<file path="src/rtl/coprime_checker_seq_if.sv">
// Request/result bundle for the sequential binary-GCD coprimality checker.
interface coprime_checker_seq_if #(
  parameter int WIDTH = 32
);
  logic             start;
  logic [WIDTH-1:0] num1;
  logic [WIDTH-1:0] num2;
  logic             busy;
  logic             done;
  logic [WIDTH-1:0] gcd;
  logic             coprime;

  modport master (
    output start, num1, num2,
    input  busy, done, gcd, coprime
  );

  modport slave (
    input  start, num1, num2,
    output busy, done, gcd, coprime
  );
endinterface

</file>
<file path="src/rtl/coprime_checker_seq.sv">
// Sequential GCD / coprimality checker: one Stein (binary GCD) step per clock,
// result and a one-cycle done pulse on completion.
module coprime_checker_seq #(
  parameter int WIDTH = 32
) (
  input  logic                 clk,
  input  logic                 rst_n,
  coprime_checker_seq_if.slave bus
);

  localparam int KW = $clog2(WIDTH + 1);

  typedef enum logic [1:0] {IDLE, CALC, DONE} state_t;

  state_t           state;
  logic [WIDTH-1:0] a;
  logic [WIDTH-1:0] b;
  logic [KW-1:0]    k;

  logic [WIDTH-1:0] a_or_b;
  logic [WIDTH-1:0] result;
  logic [WIDTH-1:0] diff_ab;
  logic [WIDTH-1:0] diff_ba;

  // Once either operand is zero the other (or both-zero) holds the odd part of the gcd.
  assign a_or_b  = a | b;
  assign result  = a_or_b << k;
  assign diff_ab = a - b;
  assign diff_ba = b - a;

  always_ff @(posedge clk or negedge rst_n) begin
    if (!rst_n) begin
      state       <= IDLE;
      a           <= '0;
      b           <= '0;
      k           <= '0;
      bus.gcd     <= '0;
      bus.coprime <= 1'b0;
      bus.done    <= 1'b0;
      bus.busy    <= 1'b0;
    end else begin
      case (state)
        IDLE: begin
          if (bus.start) begin
            a        <= bus.num1;
            b        <= bus.num2;
            k        <= '0;
            bus.busy <= 1'b1;
            state    <= CALC;
          end
        end
        CALC: begin
          if (a == '0 || b == '0) begin
            bus.gcd     <= result;
            bus.coprime <= (result == {{(WIDTH-1){1'b0}}, 1'b1});
            bus.done    <= 1'b1;
            state       <= DONE;
          end else if (!a[0] && !b[0]) begin
            a <= a >> 1;
            b <= b >> 1;
            k <= k + 1'b1;
          end else if (!a[0]) begin
            a <= a >> 1;
          end else if (!b[0]) begin
            b <= b >> 1;
          end else if (a >= b) begin
            // Both odd: the difference is even, so halving it is exact.
            a <= diff_ab >> 1;
          end else begin
            b <= diff_ba >> 1;
          end
        end
        DONE: begin
          bus.done <= 1'b0;
          bus.busy <= 1'b0;
          state    <= IDLE;
        end
        default: begin
          state <= IDLE;
        end
      endcase
    end
  end

endmodule

</file>
<file path="src/flat_wrapper.sv">
// flat-port wrapper written by rule: the top's interface ports become plain ports
module coprime_checker_seq_flat 
#(
  parameter int WIDTH = 32
)
  (clk, rst_n, bus_start, bus_num1, bus_num2, bus_busy, bus_done, bus_gcd, bus_coprime);
  coprime_checker_seq_if #(.WIDTH(WIDTH)) bus_i ();
  input  logic clk;
  input  logic rst_n;
  input wire logic [$bits(bus_i.start)-1:0] bus_start;
  input wire logic [$bits(bus_i.num1)-1:0] bus_num1;
  input wire logic [$bits(bus_i.num2)-1:0] bus_num2;
  output wire logic [$bits(bus_i.busy)-1:0] bus_busy;
  output wire logic [$bits(bus_i.done)-1:0] bus_done;
  output wire logic [$bits(bus_i.gcd)-1:0] bus_gcd;
  output wire logic [$bits(bus_i.coprime)-1:0] bus_coprime;
  assign bus_i.start = bus_start;
  assign bus_i.num1 = bus_num1;
  assign bus_i.num2 = bus_num2;
  assign bus_busy = bus_i.busy;
  assign bus_done = bus_i.done;
  assign bus_gcd = bus_i.gcd;
  assign bus_coprime = bus_i.coprime;
  coprime_checker_seq #(.WIDTH(WIDTH)) u_core (.clk(clk), .rst_n(rst_n), .bus(bus_i));
endmodule
</file>
<file path="config.mk">
export PLATFORM = sky130hd
export DESIGN_NAME = coprime_checker_seq_flat
export DESIGN_NICKNAME = d
export VERILOG_FILES = /design/src/rtl/coprime_checker_seq_if.sv /design/src/rtl/coprime_checker_seq.sv /design/src/flat_wrapper.sv
export SDC_FILE = /design/constraint.sdc
export NUM_CORES = 1
export LEC_CHECK = 0
export BUFFER_PORTS_ARGS = -buffer_cell sky130_fd_sc_hd__buf_2
export CAP_MARGIN = 15
export CORE_UTILIZATION = 53
export CTS_BUF_LIST = sky130_fd_sc_hd__clkbuf_16
export DETAILED_ROUTE_END_ITERATION = 8
export PLACE_DENSITY = 0.73
export REMOVE_ABC_BUFFERS = 1
export SYNTH_ARGS = -nofsm -noshare
export SYNTH_HDL_FRONTEND = slang
export SYNTH_SLANG_ARGS = --single-unit
</file>
<file path="constraint.sdc">
create_clock -name clk -period 5.5 [get_ports clk]
set_input_delay 0.275 -clock clk [delete_from_list [all_inputs] [get_ports clk]]
set_output_delay 0.275 -clock clk [all_outputs]
set_load 0.01 [all_outputs]
</file>
==> flow_summary.rst <==
.. list-table::
   :header-rows: 1

   * - Metric
     - Value
   * - Outcome
     - finished, final reports clean
   * - Fillcell total
     - between 1500 and 2000
   * - Critical Setup Path Class
     - reg -> reg
   * - Clock insertion delay at the later pin of the skew report
     - 370 ps
   * - Final Max Tran Viols
     - 0
   * - Sequential-to-total area share from yosys stat
     - 0.250
   * - Number of cells produced by synthesis
     - around 1300
   * - Total buffers and inverters traversed by the critical path
     - 3
   * - Pin count of the biggest net entering global routing
     - 66
   * - CTS Hold Buffers Added
     - 1
   * - Maximum single-stage delay on the critical path
     - 960 ps
   * - Routability congestion estimate
     - 1.03
   * - Arrival time reported for the critical path endpoint
     - 4930 ps
   * - Final Net Count
     - around 1500
   * - First-pass iteration count of the detailed router
     - 5
   * - Number of setup buffers added after CTS
     - 0
   * - Per-cell routed wire length
     - 24.1 um
   * - Total track usage
     - 0.384
   * - Fraction of final layout cells sized beyond drive strength 1
     - 0.154
   * - Worst slew margin relative to its limit
     - 0.192
   * - Final routed wirelength across all metal layers
     - 39000 um
   * - Count of H-tree levels built during CTS
     - 3
   * - Highest achievable clock rate
     - approximately 0.21 GHz
   * - RSZ-0062 raised after global routing
     - no
   * - Count of state elements after synthesis
     - approximately 110
   * - Number of library cell types mapped by synthesis
     - just over 70
   * - R2R Path Start
     - u_core.a[21]$_DFFE_PN0P_
   * - Final min period
     - ~4700 ps
   * - Total met3 wirelength after detailed routing
     - roughly 3400 um
   * - Post-synthesis instance area
     - around 11000 sq um
   * - DIE WIDTH
     - 144 um
   * - Number of top-level design ports
     - 102
   * - Worst Tran Pin Value
     - approximately 1200 ps
   * - GRT Residual Overflow
     - 0
   * - Post-DR vias/cell
     - around 6.6
   * - Total core area
     - about 20000 sq um
   * - Maximum clock path buffer count
     - 2
   * - Worst path slowest cell
     - sky130_fd_sc_hd__a31oi_4
   * - Number of buffers added on ports
     - a little over 100
   * - Residual DRC count
     - 0
   * - Required time at the endpoint of the critical path
     - approximately 5800 ps
   * - Most instantiated flip-flop cell in the synthesis netlist
     - sky130_fd_sc_hd__dfrtp_1
   * - Post_cts resized
     - 0
   * - Total Neg Setup Slack
     - 0 ps
   * - Total inserted antenna cells
     - 0
   * - Start point of the worst hold path
     - bus_num1[31]
   * - Worst Path Max Fanout
     - 36
   * - Highest metal used
     - met4
   * - Hold worst-path end
     - u_core.a[31]$_DFFE_PN0P_
   * - Number of nets with antenna violations after routing
     - 0
   * - Post-synthesis area per instance
     - 8.16 sq um
   * - Most frequent cells in the layout
     - sky130_fd_sc_hd__a21oi_1 (112), sky130_fd_sc_hd__dfrtp_1 (105), sky130_fd_sc_hd__nor2_1 (101), sky130_fd_sc_hd__buf_2 (101), sky130_fd_sc_hd__ha_1 (96)
   * - Sequential cell area
     - 2680 sq um
   * - Clock tree from TritonCTS
     - yes
   * - Clk sink count
     - between 100 and 150
   * - Yosys warning count
     - 0
   * - Die Outline Area
     - 20800 sq um
   * - Routed met1 length
     - 16000 um
   * - Die Height
     - 144 um
   * - Number of clock buffers inserted by TritonCTS
     - 9
   * - R2r worst-path depth
     - 13
   * - Async set-reset flop share out of synthesis
     - 1.00
   * - Hold violation total from the final report
     - 0
   * - Hold depth
     - 3
   * - Starting DRC count in detailed routing
     - about 1100
   * - Final period util
     - 0.847
   * - CP top delay family
     - compound AO/OA/AOI/OAI gates
   * - Cells along the critical path
     - inv_1 > ha_1 > inv_2 > a21oi_1 > nor3_1 > a2111o_1 > a31oi_1 > nand4bb_1 > and2_1 > buf_4 > a31oi_4 > o221ai_1 > o21ai_1
   * - EDFF count, synth
     - 0
   * - Number of vias in the routed layout
     - 10800
   * - Clock Pin Slew Worst Setup and Hold Paths
     - ~90 ps
   * - Number of global-route vias before repair
     - about 10000
   * - Area grow syn2layout
     - 8.57%
   * - First-pass GRT wire length
     - a little under 60000 um
   * - Max-cap violations
     - 0
   * - Min-Delay Path Class
     - in -> reg
   * - Routed met2 length
     - about 18000 um
   * - Initial standard-cell utilization of the core
     - 0.545
   * - Critical path startpoint category
     - register
   * - Most common cell after layout, fill and taps aside
     - sky130_fd_sc_hd__a21oi_1
   * - Element type at the critical path end
     - register
   * - Area of combinational cells with multiple inputs
     - about 7300 sq um
   * - Antenna violations before repair
     - 0
   * - Number of core rows
     - about 50
   * - Terminus of the critical flop-to-flop path
     - u_core.b[9]$_DFFE_PN0P_
   * - Reg-to-reg slack, setup
     - 840 ps
   * - Setup Skew
     - 14.7 ps
   * - Setup violators final
     - 0
   * - Root buf cell
     - sky130_fd_sc_hd__clkbuf_16
   * - HPWL reported at the end of detailed placement
     - 29800 um
worst min-delay path, cell delays in order:
cell and delay (ps):
sky130_fd_sc_hd__buf_2 80, sky130_fd_sc_hd__nand3_1 50, sky130_fd_sc_hd__o21ai_0 70
sequential cells by signal, summed over array words and instances, names as in the netlist:
| signal | count |
|---|---|
| u_core.k | 6 |
| u_core.state | 2 |
| u_core.b | 32 |
| u_core.bus.coprime | 1 |
| u_core.bus.busy | 1 |
| u_core.bus.done | 1 |
| u_core.a | 32 |
| u_core.bus.gcd | 32 |
Yosys cell counts (10+ instances only):
| library cell | instances | area share |
|---|---|---|
| sky130_fd_sc_hd__o211ai_1 | 22 | 0.015 |
| sky130_fd_sc_hd__a211oi_1 | 13 | 0.0091 |
| sky130_fd_sc_hd__nand2_1 | 83 | 0.029 |
| sky130_fd_sc_hd__mux4_2 | 15 | 0.032 |
| sky130_fd_sc_hd__clkbuf_1 | 65 | 0.023 |
| sky130_fd_sc_hd__nor4_1 | 31 | 0.018 |
| sky130_fd_sc_hd__o21ai_1 | 23 | 0.011 |
| sky130_fd_sc_hd__nand2b_1 | 11 | 0.0064 |
| sky130_fd_sc_hd__nor2b_1 | 11 | 0.0064 |
| sky130_fd_sc_hd__inv_1 | 94 | 0.033 |
| sky130_fd_sc_hd__o31ai_1 | 40 | 0.028 |
| sky130_fd_sc_hd__o22ai_1 | 36 | 0.021 |
| sky130_fd_sc_hd__o21bai_1 | 20 | 0.014 |
| sky130_fd_sc_hd__dfrtp_1 | 107 | 0.25 |
| sky130_fd_sc_hd__mux2i_1 | 29 | 0.027 |
| sky130_fd_sc_hd__nor2_1 | 102 | 0.036 |
| sky130_fd_sc_hd__mux2_2 | 30 | 0.032 |
| sky130_fd_sc_hd__nor3_1 | 23 | 0.011 |
| sky130_fd_sc_hd__buf_2 | 19 | 0.0089 |
| sky130_fd_sc_hd__ha_1 | 96 | 0.11 |
| sky130_fd_sc_hd__xnor2_1 | 56 | 0.046 |
| sky130_fd_sc_hd__a221oi_1 | 47 | 0.038 |
| sky130_fd_sc_hd__inv_2 | 10 | 0.0035 |
| sky130_fd_sc_hd__nand3_1 | 18 | 0.0084 |
| sky130_fd_sc_hd__a21oi_1 | 112 | 0.052 |
| sky130_fd_sc_hd__o21ai_0 | 84 | 0.039 |
metrics by stage:
stage	instances	instance area (sq um)	setup slack [ps]	hold WS [ps]	util
after floorplan	1220	10300	467	-20.6	-
after global placement	1603	11300	1100	342	0.577
after detailed placement	1604	11300	1060	340	0.577
after CTS	1621	11600	1030	146	0.592
after global routing	1621	11600	696	178	0.592
final	1621	11600	841	149	0.592
kinds of logic (layout without fill, tap and decap cells):
family                     Yosys count  in the layout  share of synthesized area
AOI/OAI and AO/OA                  468            468                      0.288
and+or+nand+nor                    304            304                      0.131
buffers and inverters              200            242                     0.0737
DFF                                107            107                      0.250
adders and majority gates           98             98                      0.116
muxes                               74             74                     0.0901
xor gates and xnor gates            63             63                     0.0515
worst max-delay path by stage:
stage,cells after the start,startpoint,slack [ps],endpoint
after floorplan,8,u_core.state[0]$_DFFE_PN0P_,470,u_core.a[10]$_DFFE_PN0P_
after global placement,13,u_core.a[0]$_DFFE_PN0P_,1100,u_core.b[2]$_DFFE_PN0P_
after detailed placement,13,u_core.a[0]$_DFFE_PN0P_,1060,u_core.b[2]$_DFFE_PN0P_
after CTS,13,u_core.a[0]$_DFFE_PN0P_,1030,u_core.b[2]$_DFFE_PN0P_
after global routing,13,u_core.b[21]$_DFFE_PN0P_,700,u_core.b[9]$_DFFE_PN0P_
final,13,u_core.a[21]$_DFFE_PN0P_,840,u_core.b[9]$_DFFE_PN0P_
per-layer routing:
metal,global-route usage,vias to the layer above
li1,-,4917
met1,0.510,5106
met4,0.171,0
met5,0,-
met3,0.0500,118
met2,0.623,614
layout make-up:
cell class / instances / area share
Sequential cell: 107 / 0.230
Multi-Input combinational cell: 1007 / 0.626
Inverter: 106 / 0.0342
Timing Repair Buffer: 120 / 0.0559
Clock buffer: 9 / 0.0194
Tap cell: 265 / 0.0285
Clock inverter: 7 / 0.00527
Power is left out: the tool's default activity adds up to more than one toggle a clock period on the data nets, which glitch-free logic cannot reach.
